$ cat src/rtl/lfu_arbiter_pkg.sv
// Shared types and default sizing for the least-frequently-used arbiter.
package lfu_pkg;

  localparam int N_REQ        = 4;
  localparam int CNT_W        = 8;
  localparam int HOLD_MAX_DEF = 16;

  typedef enum logic [1:0] {
    IDLE,
    GRANT,
    RELEASE
  } state_t;

  typedef logic [N_REQ-1:0][CNT_W-1:0] cnt_arr_t;

endpackage

$ cat src/rtl/lfu_arbiter_if.sv
// Request/grant bundle between the requester front end and the LFU arbiter.
interface lfu_arbiter_if
  import lfu_pkg::*;
#(
  parameter int N  = N_REQ,
  parameter int CW = CNT_W
);

  logic [N-1:0]         req;
  logic                 rel;
  logic [N-1:0]         gnt;
  logic                 busy;
  logic [$clog2(N)-1:0] owner;
  logic [N*CW-1:0]      count;
  logic                 forced;

  modport master (
    output req, rel,
    input  gnt, busy, owner, count, forced
  );

  modport slave (
    input  req, rel,
    output gnt, busy, owner, count, forced
  );

endinterface

$ cat src/rtl/lfu_arbiter_min_select.sv
// Combinational argmin over the requesting counters; lowest index wins ties.
module lfu_min_select
  import lfu_pkg::*;
#(
  parameter int N  = N_REQ,
  parameter int CW = CNT_W
) (
  input  logic [N-1:0]          mask,
  input  logic [N-1:0][CW-1:0]  counts,
  output logic [$clog2(N)-1:0]  idx,
  output logic                  valid
);

  localparam int IW = $clog2(N);

  logic [CW-1:0] best;

  // Strict less-than keeps the earlier (lower) index on equal counts.
  always_comb begin
    valid = 1'b0;
    idx   = '0;
    best  = '1;
    for (int unsigned i = 0; i < N; i++) begin
      if (mask[i] && (!valid || counts[i] < best)) begin
        valid = 1'b1;
        idx   = IW'(i);
        best  = counts[i];
      end
    end
  end

endmodule

$ cat src/rtl/lfu_arbiter.sv
// LFU arbiter: grants the least-used requester, halves all counters on saturation,
// and forces release after HOLD_MAX cycles of continuous ownership.
module lfu_arbiter
  import lfu_pkg::*;
#(
  parameter int N        = N_REQ,
  parameter int CW       = CNT_W,
  parameter int HOLD_MAX = HOLD_MAX_DEF
) (
  input  logic         clk,
  input  logic         rst,
  lfu_arbiter_if.slave bus
);

  localparam int IW = $clog2(N);
  localparam int HW = $clog2(HOLD_MAX);

  state_t                state;
  logic [N-1:0]          gnt_q;
  logic                  busy_q;
  logic [IW-1:0]         owner_q;
  logic [N-1:0][CW-1:0]  cnt_q;
  logic [N-1:0][CW-1:0]  cnt_nxt;
  logic [HW-1:0]         hold_q;
  logic                  forced_q;

  logic [IW-1:0]         win;
  logic                  win_valid;
  logic                  early_exit;
  logic                  timeout;

  lfu_min_select #(
    .N  (N),
    .CW (CW)
  ) u_sel (
    .mask   (bus.req),
    .counts (cnt_q),
    .idx    (win),
    .valid  (win_valid)
  );

  // Halve everything first when the winner is saturated, so the winner lands on 2^(CW-1).
  always_comb begin
    cnt_nxt = cnt_q;
    if (cnt_q[win] == '1) begin
      for (int unsigned i = 0; i < N; i++) begin
        cnt_nxt[i] = cnt_q[i] >> 1;
      end
    end
    cnt_nxt[win] = cnt_nxt[win] + CW'(1);
  end

  assign early_exit = bus.rel || !bus.req[owner_q];
  assign timeout    = (hold_q == HW'(HOLD_MAX - 1));

  always_ff @(posedge clk) begin
    if (!rst) begin
      state    <= IDLE;
      gnt_q    <= '0;
      busy_q   <= 1'b0;
      owner_q  <= '0;
      cnt_q    <= '0;
      hold_q   <= '0;
      forced_q <= 1'b0;
    end else begin
      forced_q <= 1'b0;
      case (state)
        IDLE: begin
          if (win_valid) begin
            state   <= GRANT;
            gnt_q   <= N'(1) << win;
            owner_q <= win;
            busy_q  <= 1'b1;
            hold_q  <= '0;
            cnt_q   <= cnt_nxt;
          end
        end
        GRANT: begin
          if (early_exit || timeout) begin
            state    <= RELEASE;
            gnt_q    <= '0;
            forced_q <= !early_exit;
          end else begin
            hold_q <= hold_q + HW'(1);
          end
        end
        RELEASE: begin
          state  <= IDLE;
          busy_q <= 1'b0;
          hold_q <= '0;
        end
        default: state <= IDLE;
      endcase
    end
  end

  assign bus.gnt    = gnt_q;
  assign bus.busy   = busy_q;
  assign bus.owner  = owner_q;
  assign bus.count  = cnt_q;
  assign bus.forced = forced_q;

endmodule
$ cat src/flat_wrapper.sv
// flat-port wrapper written by rule: the top's interface ports become plain ports
module lfu_arbiter_flat import lfu_pkg::*;
#(
  parameter int N        = N_REQ,
  parameter int CW       = CNT_W,
  parameter int HOLD_MAX = HOLD_MAX_DEF
)
  (clk, rst, bus_req, bus_rel, bus_gnt, bus_busy, bus_owner, bus_count, bus_forced);
  lfu_arbiter_if #(.N(N), .CW(CW)) bus_i ();
  input  logic clk;
  input  logic rst;
  input wire logic [$bits(bus_i.req)-1:0] bus_req;
  input wire logic [$bits(bus_i.rel)-1:0] bus_rel;
  output wire logic [$bits(bus_i.gnt)-1:0] bus_gnt;
  output wire logic [$bits(bus_i.busy)-1:0] bus_busy;
  output wire logic [$bits(bus_i.owner)-1:0] bus_owner;
  output wire logic [$bits(bus_i.count)-1:0] bus_count;
  output wire logic [$bits(bus_i.forced)-1:0] bus_forced;
  assign bus_i.req = bus_req;
  assign bus_i.rel = bus_rel;
  assign bus_gnt = bus_i.gnt;
  assign bus_busy = bus_i.busy;
  assign bus_owner = bus_i.owner;
  assign bus_count = bus_i.count;
  assign bus_forced = bus_i.forced;
  lfu_arbiter #(.N(N), .CW(CW), .HOLD_MAX(HOLD_MAX)) u_core (.clk(clk), .rst(rst), .bus(bus_i));
endmodule
$ cat config.mk
export PLATFORM = sky130hd
export DESIGN_NAME = lfu_arbiter_flat
export DESIGN_NICKNAME = d
export VERILOG_FILES = /design/src/rtl/lfu_arbiter_pkg.sv /design/src/rtl/lfu_arbiter_if.sv /design/src/rtl/lfu_arbiter_min_select.sv /design/src/rtl/lfu_arbiter.sv /design/src/flat_wrapper.sv
export SDC_FILE = /design/constraint.sdc
export NUM_CORES = 1
export LEC_CHECK = 0
export BUFFER_PORTS_ARGS = -buffer_cell sky130_fd_sc_hd__buf_4
export CAP_MARGIN = 5
export CORE_MARGIN = 10
export CORE_UTILIZATION = 35
export DETAILED_ROUTE_END_ITERATION = 12
export HOLD_SLACK_MARGIN = 0.08
export PLACE_DENSITY_LB_ADDON = 0.05
export SETUP_SLACK_MARGIN = 0.5
export SLEW_MARGIN = 25
export SYNTH_ARGS = -nofsm -noshare
export SYNTH_HDL_FRONTEND = slang
export SYNTH_HIERARCHICAL = 1
export SYNTH_SLANG_ARGS = --single-unit
$ cat constraint.sdc
create_clock -name clk -period 10.45 [get_ports clk]
set_input_delay 1.5675 -clock clk [delete_from_list [all_inputs] [get_ports clk]]
set_output_delay 1.5675 -clock clk [all_outputs]
set_load 0.01 [all_outputs]
==> results of run 1 <==
cells in the mapped netlist (5+ instances only):
master / instances / share of area
buf_2: 6 / 0.0083
clkbuf_1: 10 / 0.010
a31oi_1: 9 / 0.016
o21a_1: 5 / 0.010
a21o_1: 15 / 0.031
inv_1: 18 / 0.019
mux4_2: 7 / 0.043
nand2b_1: 6 / 0.010
nand4_1: 6 / 0.010
ha_1: 21 / 0.072
nor2_1: 19 / 0.020
a2bb2oi_1: 9 / 0.022
mux2i_1: 11 / 0.030
o21ai_0: 29 / 0.040
dfxtp_1: 46 / 0.25
nor2b_1: 11 / 0.019
a21oi_1: 36 / 0.050
nand3_1: 26 / 0.036
nand2_1: 41 / 0.042
through the flow:
stage / setup WS, ps / hold WS [ps] / instance area, sq um / util / cells
2_1_floorplan: 2710 / 449 / 3630 / - / 435
3_3_place_gp: 1520 / 451 / 4020 / 0.393 / 594
3_5_place_dp: 1380 / 455 / 4020 / 0.393 / 594
4_1_cts: 1690 / 475 / 4110 / 0.402 / 602
5_1_grt: 1010 / 497 / 4110 / 0.402 / 602
6_report: 1640 / 468 / 4110 / 0.402 / 602
cell type report:
class,count,share of cell area
sequential,46,0.224
timing repair buffer,49,0.0894
clock inverter,3,0.00578
clock buffer,5,0.0167
tap,136,0.0414
multi-input combinational,345,0.606
inverter,18,0.0164
power by group through the flow:
stage / clock, uW / sequential [uW] / combinational (uW)
2_1_floorplan: 0 / 207 / 153
3_3_place_gp: 0 / 210 / 210
3_5_place_dp: 0 / 210 / 209
4_1_cts: 121 / 206 / 210
5_1_grt: 128 / 208 / 232
6_report: 118 / 206 / 211
path summary, 6_finish.rpt:
path / startpoint / to / slack [ps] / depth (start not counted)
worst max-delay path: bus_req[0] / u_core/bus.count[15] / 1640 / 28
worst min-delay path: u_core/bus.gnt[3] / u_core/bus.gnt[3] / 470 / 2
worst max register to register: u_core/bus.count[6] / u_core/bus.count[15] / 2610 / 27
worst min register to register: u_core/bus.gnt[3] / u_core/bus.gnt[3] / 470 / 2
kinds of logic after synthesis:
family,count (synthesis),synth area share
AND/OR/NAND/NOR,142,0.206
flip-flops,46,0.254
AO/OA/AOI/OAI,154,0.295
multiplexers,21,0.0920
XOR/XNOR,6,0.0165
buffers and inverters,44,0.0610
adder cells (fa/ha/maj),22,0.0755
worst min-delay path: cells and delay by family (launching register included):
family | cells | cell delay, ps
AO/OA/AOI/OAI | 1 | 50
flip-flops | 1 | 330
AND/OR/NAND/NOR | 1 | 50
sequential cells by signal, indices dropped and copies added (netlist names):
register	cells
u_core/bus.count	32
u_core/bus.gnt	4
u_core/hold_q	4
u_core/bus.owner	2
u_core/state	2
u_core/bus.busy	1
u_core/bus.forced	1
layer usage:
metal / share of wire / global-route usage
met5: 0 / 0
met3: 0.063 / 0.0375
met1: 0.46 / 0.244
met4: 0.0095 / 0.0350
met2: 0.46 / 0.277
==> flow_metrics.env, run 1 <==
export IMPL_crit_arrival_ps=9010
export IMPL_outcome="finished clean"
export IMPL_final_max_slew_violation_count=0
export IMPL_insertion_delay_ps=310
export IMPL_p_int_uw=315
export IMPL_cts_made_buffers=5
export IMPL_hp_class="reg -> reg"
export IMPL_vias_per_cell=6.01
export IMPL_wl_per_cell_um=21.9
export IMPL_clkTransAtPathRegs_ps=100
export IMPL_grt_usage=0.177
export IMPL_fin_crit_sh=0.843
export IMPL_hold_viol=0
export IMPL_post_route_min_period_ps=8810
export IMPL_grt_max_degree=31
export IMPL_drc=0
export IMPL_first_global_vias=3419
export IMPL_seqPwrFrac=0.385
export IMPL_worst_path_buf_inv=2
export IMPL_synthFlopType="dfxtp_1"
export IMPL_die_area_sq_um=14800
export IMPL_worst_setup_path_type="in -> reg"
export IMPL_synthToLayoutAreaGrowth_pct=13.3
export IMPL_critPathCaptureType="register"
export IMPL_synth_seq_cells=46
export IMPL_max_stage_delay_ps=640
export IMPL_synth_edff_count=0
export IMPL_fin_tns_setup_ps=0
export IMPL_dieWidth_um=122
export IMPL_port_buffers=46
export IMPL_p_per_area_nw_per_um2=130
export IMPL_core_area_sq_um=10200
export IMPL_nNetsFinal=493
export IMPL_die_y_um=122
export IMPL_drtIter0Drc=277
export IMPL_final_common_cell="buf_4"
export IMPL_dr_pass1_iters=5
export IMPL_worst_clock_skew_ps=12.4
export IMPL_async_reset_ff_frac=0
export IMPL_cts_tree="built"
export IMPL_final_seq_area_sq_um=921
export IMPL_fin_total_pwr_uw=534
export IMPL_cts_htree_levels=2
export IMPL_syn_instance_count=435
export IMPL_ys_types=77
export IMPL_p_sw_uw=220
export IMPL_totalWireLength_um=13200
export IMPL_crit_top_cell="nor2_1"
export IMPL_antenna_found_initial=0
export IMPL_crit_fanout=17
export IMPL_critical_path_required_ps=10660
export IMPL_holdBufCountCts=0
export IMPL_p_comb_frac=0.394
export IMPL_post_cts_resized=0
export IMPL_cp_slowest_cell="a221o_1"
export IMPL_synth_warnings=6
export IMPL_fillerInstances=1068
export IMPL_start_kind="input port"
export IMPL_drive_gt1_frac=0.189
export IMPL_io_pins=47
export IMPL_tritoncts_num_sinks=46
export IMPL_cts_root_buf="clkbuf_8"
export IMPL_num_rows=37
export IMPL_cts_path_max_buffers=2
export IMPL_num_vias=3617
export IMPL_final_cell_mix="buf_4 (49), dfxtp_1 (46), nand2_1 (41)"
export IMPL_finalSetupViolations=0
export IMPL_ant_nets=0
export IMPL_diodes=0
export IMPL_multi_input_area_sq_um=2490
export IMPL_p_clk_frac=0.221
export IMPL_vdd_drop_max_uv=50.5
export IMPL_post_cts_buffers=0
export IMPL_dp_hpwl_um=9520
export IMPL_crit_family="compound AO/OA/AOI/OAI gates"
export IMPL_place_congestion=0.869
export IMPL_sw_frac_of_total=0.411
export IMPL_leakagePower_uw=0.00152
export IMPL_synth_fp_nets=463
export IMPL_maxCapViolCount=0
export IMPL_clock_fmax_mhz=114
export IMPL_relSlewSlack=0.305
export IMPL_rsz0062_at_grt="no"
export IMPL_overflow=0
export IMPL_ys_seq_area_frac=0.254
export IMPL_grt_pass1_wl_um=20700
export IMPL_start_util=0.355
export IMPL_syn_area_per_cell_sq_um=8.35
export IMPL_syn_area_sq_um=3630
export IMPL_tightest_slew_ps=1040
(Power assumes the default switching activity.)
==> run 2: changes to the inputs <==
Settings changed: ABC_AREA from default to 1.
Clock period 10.45 ns to 8.8 ns, I/O delays scaled along.
==> run 2 against run 1 <==
Worst hold slack worse by 2.0 ps. Setup slack got worse by 310 ps. Global-route usage fell by 0.30 points. Final cell count grew 37%. Utilization is 0.43 points higher. Clock-buffer cell count grew 1. Combinational power rose by 11%. Critical path type unchanged. Critical endpoint is now u_core/bus.count[31]. Largest cell class unchanged.
==> flow_metrics.env, run 2 <==
export IMPL_busiest_layer="met2"
export IMPL_synth_area_leaders="dfxtp_1 (23%), nand2_1 (22%), nand3_1 (13%), ha_1 (6.6%), inv_1 (5.9%)"
export IMPL_first_global_vias=4111
export IMPL_insertion_delay_ps=290
export IMPL_hold_slack_ps=466
export IMPL_clock_fmax_mhz=134
export IMPL_synth_fp_nets=685
export IMPL_grt_max_degree=49
export IMPL_post_cts_resized=0
export IMPL_start_kind="input port"
export IMPL_num_vias=4410
export IMPL_maxCapViolCount=0
export IMPL_antenna_found_initial=0
export IMPL_dieWidth_um=127
export IMPL_dr_pass1_iters=5
export IMPL_synth_seq_cells=46
export IMPL_rsz0062_at_grt="no"
export IMPL_ys_types=36
export IMPL_fin_tns_setup_ps=0
export IMPL_synth_top_area_frac=0.231
export IMPL_wl_per_cell_um=17.5
export IMPL_ant_nets=0
export IMPL_diodes=0
export IMPL_synth_commonest_cells="nand2_1 (233), nand3_1 (101), inv_1 (63)"
export IMPL_crit_top_cell="nand2_1"
export IMPL_syn_area_sq_um=3990
export IMPL_cts_root_buf="clkbuf_16"
export IMPL_synth_edff_count=0
export IMPL_fin_crit_sh=0.848
export IMPL_final_cell_mix="nand2_1 (232), nand3_1 (101), inv_1 (63)"
export IMPL_core_area_sq_um=11000
export IMPL_cp_slowest_cell="inv_1"
export IMPL_multi_input_area_sq_um=2610
export IMPL_totalWireLength_um=14500
export IMPL_max_stage_delay_ps=510
export IMPL_sw_frac_of_total=0.398
export IMPL_crit_family="simple AND/OR/NAND/NOR gates"
export IMPL_syn_instance_count=657
export IMPL_met3_usage=0.0333
export IMPL_syn_area_per_cell_sq_um=6.07
export IMPL_cts_tree="built"
export IMPL_critPathCaptureType="register"
export IMPL_yosysMostFrequentCell="nand2_1"
export IMPL_dp_hpwl_um=10800
export IMPL_p_per_area_nw_per_um2=152
export IMPL_ys_seq_area_frac=0.231
export IMPL_grt_usage=0.174
export IMPL_leakagePower_uw=0.00225
export IMPL_fillerInstances=1239
export IMPL_worst_clock_skew_ps=6.75
export IMPL_p_sw_uw=270
export IMPL_outcome="finished clean"
export IMPL_p_clk_frac=0.276
export IMPL_die_area_sq_um=16100
export IMPL_holdBufCountCts=0
export IMPL_overflow=0
export IMPL_grt_use_met2=0.272
export IMPL_largest_reg_flops=32
export IMPL_drive_gt1_frac=0.142
export IMPL_seqPwrFrac=0.379
export IMPL_drc=0
export IMPL_clkTransAtPathRegs_ps=70
export IMPL_synth_warnings=6
export IMPL_fin_total_pwr_uw=679
export IMPL_vdd_drop_max_uv=83.7
export IMPL_port_buffers=46
export IMPL_drtIter0Drc=475
export IMPL_worst_setup_path_type="in -> reg"
export IMPL_yosys_area_top_type="dfxtp_1"
export IMPL_cts_path_max_buffers=2
export IMPL_p_int_uw=409
export IMPL_relSlewSlack=0.320
export IMPL_worst_path_buf_inv=3
export IMPL_final_seq_area_sq_um=921
export IMPL_finalSetupViolations=0
export IMPL_p_comb_frac=0.345
export IMPL_num_rows=38
export IMPL_grtUsageMet1=0.232
export IMPL_vias_per_cell=5.35
export IMPL_tightest_slew_ps=1020
export IMPL_synthFlopType="dfxtp_1"
export IMPL_die_y_um=127
export IMPL_synthToLayoutAreaGrowth_pct=11.9
export IMPL_crit_fanout=21
export IMPL_critical_path_required_ps=8920
export IMPL_cts_made_buffers=5
export IMPL_grt_pass1_wl_um=22700
export IMPL_final_common_cell="nand2_1"
export IMPL_cts_htree_levels=2
export IMPL_tritoncts_num_sinks=46
export IMPL_post_route_min_period_ps=7460
export IMPL_io_pins=47
export IMPL_place_congestion=0.933
export IMPL_start_util=0.363
export IMPL_nNetsFinal=711
export IMPL_final_max_slew_violation_count=0
export IMPL_post_cts_buffers=0
export IMPL_async_reset_ff_frac=0
export IMPL_hp_class="reg -> reg"
export IMPL_hold_viol=0
export IMPL_crit_arrival_ps=7590
==> run 2: stage by stage <==
stage	instance area (sq um)	utilization	cells	worst slack, ps
floorplan	3990	-	657	2780
global placement	4320	0.393	816	1100
detailed placement	4320	0.393	816	921
CTS	4460	0.406	824	1200
global route	4460	0.406	824	645
finish	4460	0.406	824	1340
==> run 2: cell type report <==
class                   count  area share
repair buffers             47      0.0791
multi-input cells         516       0.585
clock buffers               6      0.0289
well taps                 140      0.0393
flip-flops and latches     46       0.206
inverters                  67      0.0580
clock inverters             2     0.00308
==> run 2: worst paths after layout <==
kind | startpoint | endpoint | slack [ps] | depth (start not counted)
max | bus_req[0] | u_core/bus.count[31] | 1340 | 37
min | u_core/bus.busy | u_core/bus.busy | 470 | 2
min reg2reg | u_core/bus.busy | u_core/bus.busy | 470 | 2
max reg2reg | u_core/bus.count[7] | u_core/bus.count[31] | 2060 | 35
==> run 2: kinds of logic (layout without fill, tap and decap cells) <==
| family | Yosys count | count (layout) | share of synthesized area |
|---|---|---|---|
| flops | 46 | 46 | 0.231 |
| simple gates | 408 | 408 | 0.464 |
| buf+inv | 95 | 122 | 0.115 |
| compound gates | 87 | 87 | 0.124 |
| fa+ha+maj | 21 | 21 | 0.0659 |
==> run 2: power groups by stage <==
stage               Clock [uW]  Sequential [uW]  Combinational (uW)
global route               201              260                 265
detailed placement           0              262                 233
floorplan                    0              254                 161
finish                     187              257                 234
global placement             0              262                 231
CTS                        192              257                 233
==> run 2: metal layers <==
layer,wire length (um),vias up,share of wire
met5,0,-,0
li1,-,2182,-
met3,1150,31,0.080
met4,388,0,0.027
met2,6550,170,0.45
met1,6360,2027,0.44
==> run 2: worst register-to-register path: cells and delay by family (launching register included) <==
family | cells | cell delay [ps]
AND/OR/NAND/NOR | 24 | 3460
adder cells (fa/ha/maj) | 3 | 950
flip-flops | 1 | 540
AO/OA/AOI/OAI | 7 | 1120
buffers and inverters | 1 | 510
